===== config.mk =====
export PLATFORM = sky130hd
export DESIGN_NAME = filler_ctrl_flat
export DESIGN_NICKNAME = d
export VERILOG_FILES = /design/src/rtl/filler_ctrl_if.sv /design/src/rtl/filler_ctrl.sv /design/src/flat_wrapper.sv
export SDC_FILE = /design/constraint.sdc
export NUM_CORES = 1
export LEC_CHECK = 0
export CAP_MARGIN = 0
export CORE_MARGIN = 1
export CORE_UTILIZATION = 50
export CTS_CLUSTER_DIAMETER = 200
export DETAILED_ROUTE_END_ITERATION = 16
export PLACE_DENSITY = 0.76
export SYNTH_ARGS = -nofsm -noshare
export SYNTH_HDL_FRONTEND = slang
export SYNTH_SLANG_ARGS = --single-unit

===== constraint.sdc =====
create_clock -name pre_clk -period 7 [get_ports pre_clk]
set_clock_uncertainty 0.05 [all_clocks]
set_input_delay 2.1 -clock pre_clk [delete_from_list [all_inputs] [get_ports pre_clk]]
set_output_delay 2.1 -clock pre_clk [all_outputs]
set_load 0.1 [all_outputs]

===== src/rtl/filler_ctrl_if.sv =====
// Register-bus port between the SoC CPU side and the filler controller.
interface filler_ctrl_if;
    logic        cfg_we;
    logic [1:0]  cfg_addr;
    logic [31:0] cfg_wdata;
    logic [31:0] cfg_rdata;

    modport master (output cfg_we, output cfg_addr, output cfg_wdata, input  cfg_rdata);
    modport slave  (input  cfg_we, input  cfg_addr, input  cfg_wdata, output cfg_rdata);
endinterface


===== src/rtl/filler_ctrl.sv =====
// Frame-synchronous filler controller: shadowed configuration committed on vsync,
// vsync-loss watchdog, per-frame line counting and interrupt generation.
module filler_ctrl #(
    parameter logic [11:0] H_DISP      = 12'd1280,
    parameter logic [11:0] V_DISP      = 12'd720,
    parameter logic [23:0] VS_TIMEOUT  = 24'd2000000,
    parameter logic [3:0]  HOLD_FRAMES = 4'd4
) (
    input  logic         pre_clk,
    input  logic         rst,
    filler_ctrl_if.slave cfg,
    input  logic         pre_vs,
    input  logic         pre_de,
    output logic         fill_en,
    output logic [1:0]   fill_mode,
    output logic [23:0]  fill_color,
    output logic         irq
);
    localparam int unsigned COLOR_W = 24;
    localparam int unsigned LINE_W  = 12;
    localparam int unsigned FRAME_W = 16;
    localparam int unsigned WD_W    = 24;
    localparam int unsigned HOLD_W  = 4;

    localparam logic [1:0] ST_OFF  = 2'b00;
    localparam logic [1:0] ST_ON   = 2'b01;
    localparam logic [1:0] ST_HOLD = 2'b10;
    localparam logic [1:0] ST_LOSS = 2'b11;

    localparam logic [1:0] MODE_BLACK = 2'b01;

    localparam logic [1:0] A_CTRL   = 2'd0;
    localparam logic [1:0] A_COLOR  = 2'd1;
    localparam logic [1:0] A_STATUS = 2'd2;

    // Field order matches the CTRL register bits [4:0].
    typedef struct packed {
        logic       irq_en;
        logic       auto_loss;
        logic [1:0] mode;
        logic       req_en;
    } ctrl_t;

    localparam ctrl_t CTRL_RST = '{irq_en: 1'b0, auto_loss: 1'b0, mode: MODE_BLACK, req_en: 1'b0};

    logic [1:0]         state, state_n;
    logic [HOLD_W-1:0]  hold_cnt, hold_cnt_n;
    ctrl_t              sh_ctrl, sh_ctrl_n, act_ctrl, act_ctrl_n;
    logic [COLOR_W-1:0] sh_color, sh_color_n, act_color, act_color_n;
    logic               pending, pending_n;
    logic               loss, loss_n;
    logic [WD_W-1:0]    wd_cnt, wd_cnt_n;
    logic [LINE_W-1:0]  line_cnt, line_cnt_n, last_lines, last_lines_n;
    logic               bad_frame, bad_frame_n;
    logic [FRAME_W-1:0] frame_cnt, frame_cnt_n;
    logic               vs_d1, de_d1;
    logic               fill_en_n, irq_n;
    logic [1:0]         fill_mode_n;
    logic [COLOR_W-1:0] fill_color_n;
    logic [31:0]        rdata_n;
    logic               vs_pe, de_pe, timeout, commit;

    logic unused_wdata;
    assign unused_wdata = ^cfg.cfg_wdata[31:24];

    // State and datapath registers.
    always_ff @(posedge pre_clk or posedge rst) begin
        if (rst) begin
            state         <= ST_OFF;
            hold_cnt      <= '0;
            sh_ctrl       <= CTRL_RST;
            act_ctrl      <= '0;
            sh_color      <= '0;
            act_color     <= '0;
            pending       <= 1'b0;
            loss          <= 1'b0;
            wd_cnt        <= '0;
            line_cnt      <= '0;
            last_lines    <= '0;
            bad_frame     <= 1'b0;
            frame_cnt     <= '0;
            vs_d1         <= 1'b0;
            de_d1         <= 1'b0;
            fill_en       <= 1'b0;
            fill_mode     <= MODE_BLACK;
            fill_color    <= '0;
            irq           <= 1'b0;
            cfg.cfg_rdata <= '0;
        end else begin
            state         <= state_n;
            hold_cnt      <= hold_cnt_n;
            sh_ctrl       <= sh_ctrl_n;
            act_ctrl      <= act_ctrl_n;
            sh_color      <= sh_color_n;
            act_color     <= act_color_n;
            pending       <= pending_n;
            loss          <= loss_n;
            wd_cnt        <= wd_cnt_n;
            line_cnt      <= line_cnt_n;
            last_lines    <= last_lines_n;
            bad_frame     <= bad_frame_n;
            frame_cnt     <= frame_cnt_n;
            vs_d1         <= pre_vs;
            de_d1         <= pre_de;
            fill_en       <= fill_en_n;
            fill_mode     <= fill_mode_n;
            fill_color    <= fill_color_n;
            irq           <= irq_n;
            cfg.cfg_rdata <= rdata_n;
        end
    end

    // Next-state, commit, watchdog, line counting and output decode.
    always_comb begin
        state_n      = state;
        hold_cnt_n   = hold_cnt;
        sh_ctrl_n    = sh_ctrl;
        act_ctrl_n   = act_ctrl;
        sh_color_n   = sh_color;
        act_color_n  = act_color;
        pending_n    = pending;
        loss_n       = loss;
        wd_cnt_n     = wd_cnt;
        line_cnt_n   = line_cnt;
        last_lines_n = last_lines;
        bad_frame_n  = bad_frame;
        frame_cnt_n  = frame_cnt;

        vs_pe   = pre_vs & ~vs_d1;
        de_pe   = pre_de & ~de_d1;
        // A vsync edge always wins over a saturated watchdog so LOSS can be left.
        timeout = ~vs_pe & (wd_cnt == VS_TIMEOUT);
        commit  = vs_pe & pending;

        if (vs_pe) begin
            wd_cnt_n = '0;
        end else if (wd_cnt < VS_TIMEOUT) begin
            wd_cnt_n = wd_cnt + WD_W'(1);
        end

        // Commit reads the old shadow; a same-cycle write re-arms pending.
        if (commit) begin
            act_ctrl_n  = sh_ctrl;
            act_color_n = sh_color;
            pending_n   = 1'b0;
        end
        if (cfg.cfg_we && (cfg.cfg_addr == A_CTRL)) begin
            sh_ctrl_n = ctrl_t'(cfg.cfg_wdata[4:0]);
            pending_n = 1'b1;
        end
        if (cfg.cfg_we && (cfg.cfg_addr == A_COLOR)) begin
            sh_color_n = cfg.cfg_wdata[COLOR_W-1:0];
            pending_n  = 1'b1;
        end

        if (timeout) begin
            loss_n = 1'b1;
            if (act_ctrl.auto_loss && (state != ST_LOSS)) begin
                state_n = ST_LOSS;
            end
        end else if (vs_pe) begin
            loss_n = 1'b0;
            case (state)
                ST_OFF: begin
                    if (commit && sh_ctrl.req_en) begin
                        state_n = ST_ON;
                    end
                end
                ST_ON: begin
                    if (commit && !sh_ctrl.req_en) begin
                        state_n    = ST_HOLD;
                        hold_cnt_n = '0;
                    end
                end
                ST_HOLD: begin
                    hold_cnt_n = hold_cnt + HOLD_W'(1);
                    if (({1'b0, hold_cnt} + 5'd1) == {1'b0, HOLD_FRAMES}) begin
                        state_n = act_ctrl_n.req_en ? ST_ON : ST_OFF;
                    end
                end
                default: begin
                    state_n    = ST_HOLD;
                    hold_cnt_n = '0;
                end
            endcase
        end

        if (vs_pe) begin
            last_lines_n = line_cnt;
            bad_frame_n  = (line_cnt != V_DISP);
            line_cnt_n   = '0;
            frame_cnt_n  = frame_cnt + FRAME_W'(1);
        end else if (de_pe && (line_cnt != '1)) begin
            line_cnt_n = line_cnt + LINE_W'(1);
        end

        fill_en_n    = (state_n == ST_ON) || (state_n == ST_LOSS);
        fill_mode_n  = (state_n == ST_ON) ? act_ctrl_n.mode : MODE_BLACK;
        fill_color_n = (state_n == ST_LOSS) ? fill_color : act_color_n;
        irq_n        = act_ctrl_n.irq_en &
                       ((state_n != state) | (vs_pe & (line_cnt != V_DISP)));

        case (cfg.cfg_addr)
            A_CTRL:   rdata_n = {27'd0, sh_ctrl};
            A_COLOR:  rdata_n = {8'd0, sh_color};
            A_STATUS: rdata_n = {frame_cnt, 11'd0, bad_frame, pending, loss, state};
            default:  rdata_n = {4'd0, H_DISP, 4'd0, last_lines};
        endcase
    end
endmodule


===== src/flat_wrapper.sv =====
// flat-port wrapper written by rule: the top's interface ports become plain ports
module filler_ctrl_flat 
#(
    parameter logic [11:0] H_DISP      = 12'd1280,
    parameter logic [11:0] V_DISP      = 12'd720,
    parameter logic [23:0] VS_TIMEOUT  = 24'd2000000,
    parameter logic [3:0]  HOLD_FRAMES = 4'd4
)
  (pre_clk, rst, pre_vs, pre_de, fill_en, fill_mode, fill_color, irq, cfg_cfg_we, cfg_cfg_addr, cfg_cfg_wdata, cfg_cfg_rdata);
  filler_ctrl_if cfg_i ();
  input  logic pre_clk;
  input  logic rst;
  input  logic pre_vs;
  input  logic pre_de;
  output logic fill_en;
  output logic [1:0] fill_mode;
  output logic [23:0] fill_color;
  output logic irq;
  input wire logic [$bits(cfg_i.cfg_we)-1:0] cfg_cfg_we;
  input wire logic [$bits(cfg_i.cfg_addr)-1:0] cfg_cfg_addr;
  input wire logic [$bits(cfg_i.cfg_wdata)-1:0] cfg_cfg_wdata;
  output wire logic [$bits(cfg_i.cfg_rdata)-1:0] cfg_cfg_rdata;
  assign cfg_i.cfg_we = cfg_cfg_we;
  assign cfg_i.cfg_addr = cfg_cfg_addr;
  assign cfg_i.cfg_wdata = cfg_cfg_wdata;
  assign cfg_cfg_rdata = cfg_i.cfg_rdata;
  filler_ctrl #(.H_DISP(H_DISP), .V_DISP(V_DISP), .VS_TIMEOUT(VS_TIMEOUT), .HOLD_FRAMES(HOLD_FRAMES)) u_core (.pre_clk(pre_clk), .rst(rst), .cfg(cfg_i), .pre_vs(pre_vs), .pre_de(pre_de), .fill_en(fill_en), .fill_mode(fill_mode), .fill_color(fill_color), .irq(irq));
endmodule

==> qor.csv, run 1 <==
stage,metric,value,unit
outcome,status,finished clean,
worst_setup_path,slowest cell on the critical path,clkdlybuf4s50_1,
routing,drt first pass iters,5,
synthesis,"count leader, synth",dfrtp_1,
run,max_cap viols,0,
worst_setup_path,Setup crit end kind,output pin,
routing,drt wl/cell,17.3,um
synthesis,syn_nets,694,
worst_setup_path,"Max FO, Critical Path",1,
cts,Clock Tree Buf Depth,2,
timing,final setup fails,0,
synthesis,area share of the leading cell type in the synthesized netlist,59.2,%
worst_setup_path,Worst Path Arrival,2.07,ns
power,maximum vdd drop,0.221,mV
cts,clk slew on worst S/H paths,0.07,ns
timing,Slew @ Worst Pin,1.04,ns
floorplanning,Starting Density,51.0,%
finish,share of cells above drive strength 1,16.0,%
worst_setup_path,Buf/Inv on CP,1,
synthesis,Syn Inst Count,649,
routing,Vias,5289,
finish,filler instances,1200,
synthesis,ys async rst share,100,%
cts,CTS Sinks,193,
hold_path,hold crit path type,reg -> reg,
synthesis,XOR/XNOR share of the synthesized area,4.56,%
synthesis,area fraction in compound gates after synthesis,4.63,%
timing,Max Fclk,237,MHz
routing,vias per cell,5.46,
synthesis,largest cells by area after synthesis,"dfrtp_1 (59%), mux2_2 (8.6%), xnor2_1 (3.3%), nand2_1 (2.8%), mux2_1 (2.8%)",
synthesis,top post-synthesis cells by count,"dfrtp_1 (191), mux2_2 (62), nand2_1 (61), nor2_1 (46), xnor2_1 (30)",
place,DP Cell Count,937,
cts,postcts setup bufs,0,
cts,"Hold-fix buffers, CTS",0,
worst_setup_path,critical path's top delay family,buffers and inverters,
synthesis,library cells used by synthesis,57,
power,post-layout power,0.00364,W
synthesis,mux share of post-synthesis cell area,13.8,%
synthesis,"FF+latch count, synth",193,
global_route,Overflow after GRT,0,
floorplanning,Rows,46,
worst_setup_path,worst path cell trace,clkdlybuf4s50_1,
synthesis,largest family of logic cells by synthesized area,simple AND/OR/NAND/NOR gates,
cts,CTS tree,built,
finish,final core occ,62.3,%
floorplanning,Die Y,129,um
timing,max-slew violation count,0,
floorplanning,Die Area,0.0167,mm^2
synthesis,number of flops mapped to enable cells by yosys,0,
floorplanning,Die W,129,um
place,Port Buf Inserts,90,
global_route,initial antenna violation count,0,
cts,H-tree levels,4,
timing,Slew headroom,30.5,%
timing,Final Hold Viols,0,
timing,fin crit share,60.3,%
synthesis,top cell type by total area after synthesis,dfrtp_1,
power,Leakage Power,4.34,nW
floorplanning,core area,0.0158,mm^2
global_route,vias in the first global route,5234,
synthesis,register area share after synthesis,59.8,%
synthesis,Post-Synth Adder-Cell Area,0.930,%
worst_setup_path,WS Path Type,reg -> out,
worst_setup_path,Startpoint Class,flip-flop,
synthesis,Synth Cell Area,0.00807,mm^2
cts,cts repair resizes,0,
routing,Detail Route Antenna Nets,0,
global_route,gr usage total,21.4,%
cts,total CTS buffers,17,
timing,final worst path period need,4.22,ns
floorplanning,number of placed I/O pins,99,
power,PD cells,369,mW/mm^2
timing,RSZ-0062 raised after global routing,no,
synthesis,yosys warns,0,
finish,Syn-to-layout area delta,22.0,%
routing,post-route DRC violation count,0,
synthesis,Synth Area in Simple Gates,14.1,%
finish,"Net count, final",785,
worst_setup_path,Worst EP required,4.85,ns
worst_setup_path,largest stage delay on the critical path,1.12,ns
routing,drt total wl,16800,um
cts,Root Driver,clkbuf_16,
timing,hold slack final,0.419,ns
global_route,largest net degree at the start of global routing,148,
synthesis,syn_area_per_cell,12.4,um^2
finish,Antenna diodes,0,
routing,iteration-0 DRC count of the detailed router,328,
finish,Final Non-Filler Cells,968,
place,post-detail-place hpwl,11100,um
synthesis,commonest register cell after synthesis,dfrtp_1,
timing,Setup TNS,0,ns
cts,clock latency at the later pin of the worst-skew pair,0.43,ns
place,gpl congestion,0.821,
global_route,first-pass GRT wire length,27000,um
[sequential cells by signal, summed over array words and instances (netlist names), 12 cells and up]
signal,cells
u_core.line_cnt,12
u_core.act_color,24
u_core.cfg.cfg_rdata,32
u_core.fill_color,24
u_core.frame_cnt,16
u_core.wd_cnt,24
u_core.sh_color,24
u_core.last_lines,12
[stage by stage]
step	setup WS (ns)	area (um^2)
floorplan	2.36	8080
global placement	2.41	9210
detailed placement	2.39	9210
CTS	2.76	9850
global route	2.70	9850
finish	2.78	9850
[layer usage]
layer	vias up	share of wire [%]	GRT usage, %
li1	2451	-	-
met1	2680	44	28.2
met2	134	50	35.8
met3	24	4.2	3.55
met4	0	1.8	8.44
met5	-	0	0
[placed cells by master, fill, tap and decap left out, drive strengths merged, types with 3 or more instances in the layout]
master / Yosys / layout
mux2i: 8 / 8
o21ai: 13 / 13
and2: 16 / 16
nor4: 3 / 3
a21oi: 12 / 12
xor2: 12 / 12
and4: 6 / 6
dfrtp: 191 / 191
clkbuf: 20 / 22
nor4b: 3 / 3
nor2b: 11 / 11
mux4: 5 / 5
bufinv: 0 / 4
a211oi: 3 / 3
o21a: 4 / 4
ha: 6 / 6
xnor2: 30 / 30
clkinv: 0 / 5
nor2: 46 / 46
a22o: 8 / 8
nand3: 19 / 19
and4b: 3 / 3
clkdlybuf4s50: 0 / 90
nor3: 14 / 14
and3: 7 / 7
inv: 11 / 10
mux2: 82 / 82
nand2: 61 / 61
buf: 8 / 10
nand4: 18 / 18
nand2b: 3 / 3
[cell families after synthesis]
kind of cell | count (synthesis)
buf+inv | 39
compound gates | 55
simple gates | 219
mux | 95
xor+xnor | 42
fa+ha+maj | 6
flops | 193
[layout make-up]
cell class	count	area (um^2)	share of cell area (%)
inverter	11	45.0	0.457
timing repair buffer	100	988	10.0
tap	216	270	2.74
clock buffer	22	494	5.02
sequential	193	4830	49.0
multi-input combinational	417	3070	31.2
clock inverter	9	153	1.55
[power breakdown]
part           internal (W)  switching (W)  leakage [nW]
clock network      0.000643       0.000398         0.322
logic              0.000323       0.000808          1.58
registers           0.00133       0.000138          2.45
[final timing paths]
check | startpoint | end | slack [ns] | depth (start not counted)
min | u_core.last_lines[4] | u_core.last_lines[4] | 0.42 | 2
min reg2reg | u_core.last_lines[4] | u_core.last_lines[4] | 0.42 | 2
max reg2reg | u_core.pending | u_core.fill_mode[1] | 4.56 | 5
min in group asynchronous | rst | u_core.fill_color[17] | 2.18 | 2
max in group asynchronous | rst | u_core.last_lines[2] | 3.44 | 3
max | u_core.fill_mode[0] | fill_mode[0] | 2.78 | 1
Note: power is estimated with default switching activity, not from simulation.
==> run 2: changes to the inputs <==
- CORE_UTILIZATION: 50 -> 55
- PLACE_DENSITY: 0.76 -> 0.79
- clock period: 7 -> 4.28 ns (I/O delays scaled with it)
==> qor.csv, run 2 (synthesis results as in run 1) <==
stage,metric,value,unit
outcome,status,finished clean,
cts,CTS Sinks,193,
timing,Final Hold Viols,0,
power,PD cells,592,mW/mm^2
floorplanning,number of placed I/O pins,99,
finish,"commonest non-fill, non-tap cell in the layout",dfrtp_1,
global_route,first-pass GRT wire length,26900,um
cts,clk slew on worst S/H paths,0.06,ns
place,Port Buf Inserts,90,
worst_setup_path,CP Capture Point,u_core.sh_color[1],
worst_setup_path,Worst path depth,5,
power,Seq pwr share,41.7,%
power,maximum vdd drop,0.449,mV
floorplanning,core area,0.0141,mm^2
routing,drt wl/cell,17.4,um
timing,fin worst setup slack,0.805,ns
finish,Syn-to-layout area delta,20.6,%
power,switch share,38.1,%
place,DP Cell Count,903,
worst_setup_path,Setup crit end kind,flip-flop,
cts,cts repair resizes,0,
cts,H-tree levels,4,
global_route,Overflow after GRT,0,
worst_setup_path,WS Path Type,in -> reg,
worst_setup_path,Crit Reg-Reg Startpoint,u_core.wd_cnt[21],
run,max_cap viols,0,
floorplanning,Die W,123,um
floorplanning,Die Area,0.0152,mm^2
worst_setup_path,Worst EP required,4.54,ns
global_route,largest net degree at the start of global routing,117,
timing,Setup TNS,0,ns
power,Clk pwr share,26.3,%
global_route,initial antenna violation count,0,
timing,final setup fails,0,
cts,postcts setup bufs,0,
worst_setup_path,reg2reg setup slack,2.15,ns
worst_setup_path,critical path's top delay family,simple AND/OR/NAND/NOR gates,
routing,post-route DRC violation count,0,
worst_setup_path,Startpoint Class,primary input,
routing,vias per cell,5.72,
worst_setup_path,slowest cell on the critical path,nor2b_1,
finish,share of cells above drive strength 1,15.8,%
worst_setup_path,R2R cell count,6,
finish,Antenna diodes,0,
power,Comb pwr share,32.0,%
timing,Slew @ Worst Pin,1.01,ns
cts,CTS tree,built,
worst_setup_path,Worst Setup SP,cfg_cfg_addr[0],
power,post-layout power,0.00577,W
timing,RSZ-0062 raised after global routing,no,
finish,"commonest cells after routing, fill and taps aside","dfrtp_1 (191), clkdlybuf4s50_1 (90), mux2_2 (62), nand2_1 (61), nor2_1 (46)",
place,post-detail-place hpwl,10900,um
timing,max-slew violation count,0,
routing,drt first pass iters,4,
routing,Vias,5341,
cts,"Hold-fix buffers, CTS",0,
place,gpl congestion,0.889,
worst_setup_path,"Max FO, Critical Path",14,
power,Leakage Power,4.30,nW
worst_setup_path,largest stage delay on the critical path,0.78,ns
timing,Slew headroom,32.3,%
routing,drt total wl,16300,um
floorplanning,Die Y,123,um
cts,total CTS buffers,17,
timing,Max Fclk,288,MHz
routing,Detail Route Antenna Nets,0,
power,Psw,0.00220,W
hold_path,hold crit path type,reg -> reg,
floorplanning,Rows,43,
cts,Clock Tree Buf Depth,2,
global_route,vias in the first global route,5364,
finish,"Net count, final",787,
finish,Final Non-Filler Cells,934,
cts,Root Driver,clkbuf_16,
timing,fin crit share,81.2,%
finish,Largest Register,u_core.cfg.cfg_rdata,
cts,clock latency at the later pin of the worst-skew pair,0.43,ns
place,DP Worst Slack,0.384,ns
global_route,gr usage total,23.4,%
worst_setup_path,Buf/Inv on CP,2,
worst_setup_path,Critical R2R Capture,u_core.fill_color[5],
timing,final worst path period need,3.48,ns
worst_setup_path,Worst Path Arrival,3.74,ns
finish,number of flip-flops under the largest register name,32,
floorplanning,Starting Density,57.3,%
worst_setup_path,worst path cell trace,clkdlybuf4s50_1 -> nor2b_1 -> nand2_1 -> buf_4 -> mux2_2,
power,cell internal pwr,0.00357,W
routing,iteration-0 DRC count of the detailed router,436,
## run 2: changes by cell type in the layout (fill, tap and decap cells not counted), sizes merged
cell	before	now
clkinv	5	4
clkinvlp	1	4
buf	10	12
clkbuf	22	21
inv	10	11
bufinv	4	2
## run 2: how the worst min path moves through the flow
stage,from,endpoint,slack (ns),depth (start not counted)
finish,u_core.frame_cnt[15],u_core.frame_cnt[15],0.43,1
detailed placement,u_core.frame_cnt[15],u_core.frame_cnt[15],0.41,1
global placement,u_core.frame_cnt[15],u_core.frame_cnt[15],0.40,1
CTS,u_core.frame_cnt[15],u_core.frame_cnt[15],0.42,1
global route,u_core.frame_cnt[15],u_core.frame_cnt[15],0.44,1
floorplan,u_core.frame_cnt[15],u_core.frame_cnt[15],0.38,1
## run 2: layer usage
metal	GRT usage [%]	routed length [um]	share of wire, %	vias to the layer above
met3	4.94	729	4.5	18
met1	31.2	7290	45	2723
met2	39.1	8050	50	152
met4	6.33	189	1.2	0
met5	0	0	0	-
li1	-	-	-	2448
## run 2: area by class of cell
type,count,area (um^2)
Timing Repair Buffer,102,1000
Tap cell,180,225
Multi-Input combinational cell,417,3070
Inverter,11,45.0
Clock buffer,21,450
Clock inverter,10,111
Fill cell,989,4360
Sequential cell,193,4830
## run 2: power by group through the flow
| stage | sequential [W] | combinational (W) | clock [W] |
|---|---|---|---|
| 4_1_cts | 0.00240 | 0.00186 | 0.00155 |
| 2_1_floorplan | 0.00333 | 0.000453 | 0 |
| 3_3_place_gp | 0.00240 | 0.00181 | 0 |
| 5_1_grt | 0.00244 | 0.00193 | 0.00162 |
| 6_report | 0.00240 | 0.00185 | 0.00152 |
| 3_5_place_dp | 0.00243 | 0.00185 | 0 |
## run 2: metrics by stage
stage	hold WS (ns)	area, um^2	util (%)
CTS	0.420	9740	69.1
floorplan	0.384	8080	-
global placement	0.401	9180	65.1
finish	0.426	9740	69.1
detailed placement	0.412	9180	65.1
global route	0.444	9740	69.1
